### config.mk
export PLATFORM = sky130hd
export DESIGN_NAME = lcd_fb_sched
export DESIGN_NICKNAME = d
export VERILOG_FILES = /design/src/rtl/lcd_fb_pkg.sv /design/src/rtl/lcd_fb_bank_rot.sv /design/src/rtl/lcd_fb_sched.sv
export SDC_FILE = /design/constraint.sdc
export NUM_CORES = 1
export LEC_CHECK = 0
export CAP_MARGIN = 20
export CORE_ASPECT_RATIO = 0.75
export CORE_MARGIN = 2
export CORE_UTILIZATION = 25
export DETAILED_ROUTE_END_ITERATION = 6
export PLACE_DENSITY_LB_ADDON = 0.05
export SLEW_MARGIN = 20
export SYNTH_ARGS = -nofsm -noshare
export SYNTH_HDL_FRONTEND = slang
export SYNTH_SLANG_ARGS = --single-unit
### constraint.sdc
create_clock -name clk_sys -period 2.7 [get_ports clk_sys]
set_input_delay 0.54 -clock clk_sys [delete_from_list [all_inputs] [get_ports clk_sys]]
set_output_delay 0.54 -clock clk_sys [all_outputs]
set_load 0.01 [all_outputs]
### src/rtl/lcd_fb_pkg.sv
// rtl/lcd_fb_pkg.sv - shared types and constants for the LCD frame-buffer scheduler
package lcd_fb_pkg;

    localparam int H_PIX  = 160;
    localparam int V_PIX  = 144;
    localparam int FPIX   = H_PIX * V_PIX;
    localparam int NBANKS = 3;

    typedef logic [1:0] bank_t;

    typedef enum logic [1:0] {
        ST_OFF    = 2'd0,
        ST_SKIP   = 2'd1,
        ST_ACTIVE = 2'd2,
        ST_VBL    = 2'd3
    } state_t;

    // Banks 0,1,2 sum to 3, so the third bank is whatever the other two leave over.
    function automatic bank_t free_bank(input bank_t a, input bank_t b);
        return bank_t'(2'(NBANKS) - a - b);
    endfunction

endpackage

### src/rtl/lcd_fb_bank_rot.sv
// rtl/lcd_fb_bank_rot.sv - triple-buffer bank rotation: write, ready and display banks
module lcd_fb_bank_rot
    import lcd_fb_pkg::*;
(
    input  logic  clk_sys,
    input  logic  reset_n,
    input  logic  triple,
    input  logic  publish,
    input  logic  consume,
    input  logic  triple_reinit,
    output bank_t wr_bank,
    output bank_t disp
);

    bank_t ready;
    logic  ready_valid;

    always_ff @(posedge clk_sys) begin
        if (!reset_n) begin
            wr_bank     <= 2'd1;
            ready       <= 2'd0;
            ready_valid <= 1'b0;
            disp        <= 2'd0;
        end else if (triple_reinit) begin
            wr_bank     <= triple ? 2'd1 : 2'd0;
            ready       <= 2'd0;
            ready_valid <= 1'b0;
            disp        <= 2'd0;
        end else if (!triple) begin
            wr_bank     <= 2'd0;
            ready_valid <= 1'b0;
            disp        <= 2'd0;
        end else if (publish && consume) begin
            // The scan-out takes the frame just finished; writing moves to the bank neither side holds.
            disp        <= wr_bank;
            ready_valid <= 1'b0;
            wr_bank     <= free_bank(wr_bank, disp);
        end else if (publish) begin
            ready       <= wr_bank;
            ready_valid <= 1'b1;
            wr_bank     <= free_bank(wr_bank, disp);
        end else if (consume && ready_valid) begin
            disp        <= ready;
            ready_valid <= 1'b0;
        end
    end

endmodule

### src/rtl/lcd_fb_sched.sv
// rtl/lcd_fb_sched.sv - LCD frame scheduler: pixel write addressing, frame FSM and drop count
module lcd_fb_sched
    import lcd_fb_pkg::*;
#(
    parameter int H_PIX  = lcd_fb_pkg::H_PIX,
    parameter int V_PIX  = lcd_fb_pkg::V_PIX,
    parameter int ADDR_W = 15,
    parameter int DROP_W = 8
) (
    input  logic                clk_sys,
    input  logic                reset_n,
    input  logic                pix_wr,
    input  logic [14:0]         pix_data,
    input  logic                lcd_on,
    input  logic                vblank,
    input  logic                triple,
    input  logic                rd_frame_req,
    output logic                wr_en,
    output logic [ADDR_W+1:0]   wr_addr,
    output logic [14:0]         wr_data,
    output logic [1:0]          rd_bank,
    output logic                rd_frame_ack,
    output logic                rd_blank,
    output logic [DROP_W-1:0]   drop_cnt
);

    localparam int FPIX_L = H_PIX * V_PIX;
    // One spare bit so ptr can sit at FPIX even when FPIX == 2**ADDR_W.
    localparam int PTR_W  = ADDR_W + 1;

    state_t           state;
    logic [PTR_W-1:0] ptr;
    logic             vblank_q;
    logic             triple_q;
    bank_t            wr_bank;
    bank_t            disp;

    logic triple_reinit;
    logic vbl_rise;
    logic vbl_fall;
    logic accept;
    logic frame_end;
    logic frame_full;
    logic publish;

    assign triple_reinit = (triple != triple_q);
    assign vbl_rise      = vblank & ~vblank_q;
    assign vbl_fall      = ~vblank & vblank_q;
    assign accept        = pix_wr && (state == ST_SKIP || state == ST_ACTIVE)
                           && (ptr < PTR_W'(FPIX_L));
    assign frame_end     = lcd_on && (state == ST_ACTIVE) && vbl_rise;
    assign frame_full    = (ptr == PTR_W'(FPIX_L));
    assign publish       = frame_end && triple && frame_full;
    assign rd_bank       = disp;

    lcd_fb_bank_rot u_bank_rot (
        .clk_sys       (clk_sys),
        .reset_n       (reset_n),
        .triple        (triple),
        .publish       (publish),
        .consume       (rd_frame_req),
        .triple_reinit (triple_reinit),
        .wr_bank       (wr_bank),
        .disp          (disp)
    );

    always_ff @(posedge clk_sys) begin
        if (!reset_n) begin
            state        <= ST_OFF;
            ptr          <= '0;
            vblank_q     <= 1'b0;
            triple_q     <= 1'b1;
            wr_en        <= 1'b0;
            wr_addr      <= '0;
            wr_data      <= '0;
            rd_frame_ack <= 1'b0;
            rd_blank     <= 1'b1;
            drop_cnt     <= '0;
        end else begin
            vblank_q     <= vblank;
            triple_q     <= triple;
            wr_en        <= accept;
            wr_addr      <= {wr_bank, ptr[ADDR_W-1:0]};
            wr_data      <= pix_data;
            rd_frame_ack <= rd_frame_req;

            if (rd_frame_req)
                rd_blank <= (state == ST_OFF) || (state == ST_SKIP);

            if (frame_end && !frame_full && (drop_cnt != '1))
                drop_cnt <= drop_cnt + DROP_W'(1);

            if (accept)
                ptr <= ptr + PTR_W'(1);

            if (!lcd_on) begin
                state <= ST_OFF;
                ptr   <= '0;
            end else begin
                case (state)
                    ST_OFF: begin
                        state <= ST_SKIP;
                        ptr   <= '0;
                    end
                    ST_SKIP, ST_ACTIVE: begin
                        if (vbl_rise) begin
                            state <= ST_VBL;
                            ptr   <= '0;
                        end
                    end
                    ST_VBL: begin
                        if (vbl_fall)
                            state <= ST_ACTIVE;
                    end
                    default: state <= ST_OFF;
                endcase
            end

            if (triple_reinit)
                ptr <= '0;
        end
    end

endmodule
==> results.cfg <==
[yosys]
synth_area_leaders = dfxtp_1 50%, and2_1 9.6%, ha_1 4.9%, xor2_1 3.4%, nand2_1 2.7%
synth_area_mm2 = 0.00282
yosysUniqueCellTypes = 47
syn_inst = 291
syn_area_per_cell_um2 = 9.68
yosysSeqAreaShare = 0.498
synth_top_cell_by_area = dfxtp_1
yosysMostFrequentCell = dfxtp_1
synth-seq-cells = 70
ys.flop_type = dfxtp_1
yosysWarnings = 0
synth-edff-count = 0
synthArstFlopShare = 0
synth_nets = 324
synth_top_area_share = 0.498
netlist_top_cells_count = 70 x dfxtp_1, 43 x and2_1, 20 x nand2_1, 20 x nor2_1, 12 x a21oi_1

[clocking]
clkLatencyLatePin_ps = 330
htree_levels = 3
cts_tree = yes
cts_root_buffer = clkbuf_16
cts_resized = 0
hold_buffers = 0
cts_made_buffers = 9
clockBufferDepth = 2
numClockSinks = 70
cts_post_setup_buffers_inserted = 0
clk_pin_slew_ps = 50

[routing]
drt-vias-per-instance = 4.38
drcViolationCount = 0
wl_per_cell_um = 13.1
dr.first_iter.drc_count = 80
ant_nets = 0
vias = 2226
drt-pass1-iter-count = 4
routed_wl_um = 6660

[placed_design]
dp_hpwl_um = 4700
dp.cells = 493
io_buffers = 66
finalWeightedCongestion = 0.786

[sta]
worstMarginPinSlew_ps = 491
maxSlewViolCount = 0
fmax_ghz = 0.429
clock_skew_ps = 3.64
setup-tns-final_ps = 0
final-hold-violation-count = 0
setup_viol = 0
rsz0062_at_grt = false
slew_headroom = 0.669
period_needed_ps = 2330
period_share = 0.864

[job]
drv_cap = 0

[die]
fp-row-count = 33
die-area_mm2 = 0.0121
io_pins = 67
fp.dieH_um = 95.9
core_region_area_mm2 = 0.0109
initial_utilization = 0.257
die_w_um = 127

[hold_path]
hold_class = flip-flop to flip-flop

[worst_setup_path]
start_kind = flip-flop
cp.required_ps = 2960
cp-end-kind = flip-flop
path_max_fanout = 10
crit_type = flip-flop to flip-flop
cp.arrival_ps = 2590

[power_and_ir_drop]
p_leak_nw = 1.51
vdd_ir_drop_max_mv = 0.237
power_density_mw_per_mm2 = 606

[cells_and_area]
fin_cells = 508
n_antenna_cell = 0
nNetsFinal = 397
post-route-util = 0.360
syn2layout_area_growth_pct = 40.0
drive_gt1_frac = 0.0734
num-fill-cells = 1125

[global_route]
antenna_found_initial = 0
grt_pass1_vias = 2079
grt_pass1_wl_um = 11000
grt_max_degree = 38
grt_overflow = 0
grt_util_all_layers = 0.119

[outcome]
outcome = complete, no violations
## worst paths after layout
kind	startpoint	endpoint	slack (ps)	cells after the start
worst max-delay path	state[1]	ptr[11]	370	7
worst min-delay path	u_bank_rot.ready[1]	u_bank_rot.ready[1]	460	2
worst max register to register	state[1]	ptr[11]	370	7
worst min register to register	u_bank_rot.ready[1]	u_bank_rot.ready[1]	460	2
## final cells by class
cell class,count,area [um2],share of cell area
multi-input combinational,203,1340,0.340
sequential,70,1400,0.355
timing repair buffer,72,706,0.179
inverter,8,30.0,0.00762
clock inverter,4,47.5,0.0121
tap,140,175,0.0444
clock buffer,11,243,0.0616
## worst max-delay path, cell delays in order, from the launching register on
cell     delay (ps)
dfxtp_1         400
inv_1           130
ha_1            450
nand2_1         110
nor2_1          130
nand4_1         310
or4_1           590
a21oi_1         150
## cells by family (layout without fill, tap and decap cells)
| logic type | count (synthesis) | count (layout) | share of synthesized area |
|---|---|---|---|
| AO/OA/AOI/OAI | 37 | 37 | 0.0866 |
| XOR/XNOR | 14 | 14 | 0.0435 |
| adder cells (fa/ha/maj) | 11 | 11 | 0.0489 |
| buffers and inverters | 18 | 95 | 0.0267 |
| flip-flops | 70 | 70 | 0.498 |
| multiplexers | 6 | 6 | 0.0218 |
| AND/OR/NAND/NOR | 135 | 135 | 0.275 |
## sequential cells by signal, summed over array words and instances, names as in the netlist
register	flops
drop_cnt	8
ptr	16
rd_blank	1
rd_frame_ack	1
state	2
triple_q	1
u_bank_rot.disp	2
u_bank_rot.ready	2
u_bank_rot.ready_valid	1
u_bank_rot.wr_bank	2
vblank_q	1
wr_addr	17
wr_data	15
wr_en	1
## metal layers
layer  global-route usage  up-vias  part of all wire
met3               0.0456        9             0.071
met5                    0        -                 0
met2                0.159       78              0.37
met1                0.166      991              0.54
li1                     -     1148                 -
met4               0.0549        0             0.019
## metrics by stage
| stage | instance area [um2] | worst slack [ps] | hold slack, ps | total power, mW |
|---|---|---|---|---|
| CTS | 3940 | 386 | 462 | 2.44 |
| detailed placement | 3650 | 305 | 451 | 1.25 |
| floorplan | 2820 | 291 | 430 | 1.16 |
| global placement | 3650 | 316 | 451 | 1.25 |
| global route | 3940 | 94.4 | 481 | 2.49 |
| finish | 3940 | 367 | 456 | 2.39 |
## placed cells by master, fill, tap and decap left out, drive strengths merged, types with 4 or more instances in the layout
| master | netlist | layout |
|---|---|---|
| dfxtp | 70 | 70 |
| inv | 8 | 8 |
| nor3 | 5 | 5 |
| clkbuf | 8 | 11 |
| buf | 2 | 6 |
| ha | 11 | 11 |
| and2 | 43 | 43 |
| o21ai | 10 | 10 |
| xor2 | 11 | 11 |
| or4 | 4 | 4 |
| nand2 | 20 | 20 |
| and3 | 5 | 5 |
| nor2 | 20 | 20 |
| or3 | 5 | 5 |
| nand3 | 9 | 9 |
| nand2b | 6 | 6 |
| clkdlybuf4s50 | 0 | 66 |
| mux2i | 5 | 5 |
| nand4 | 6 | 6 |
| a21oi | 12 | 12 |
## power breakdown
part	internal [mW]	switching, mW
clock network	0.732	0.435
logic	0.0853	0.0695
registers	1.06	0.0118
(Power assumes the default switching activity.)
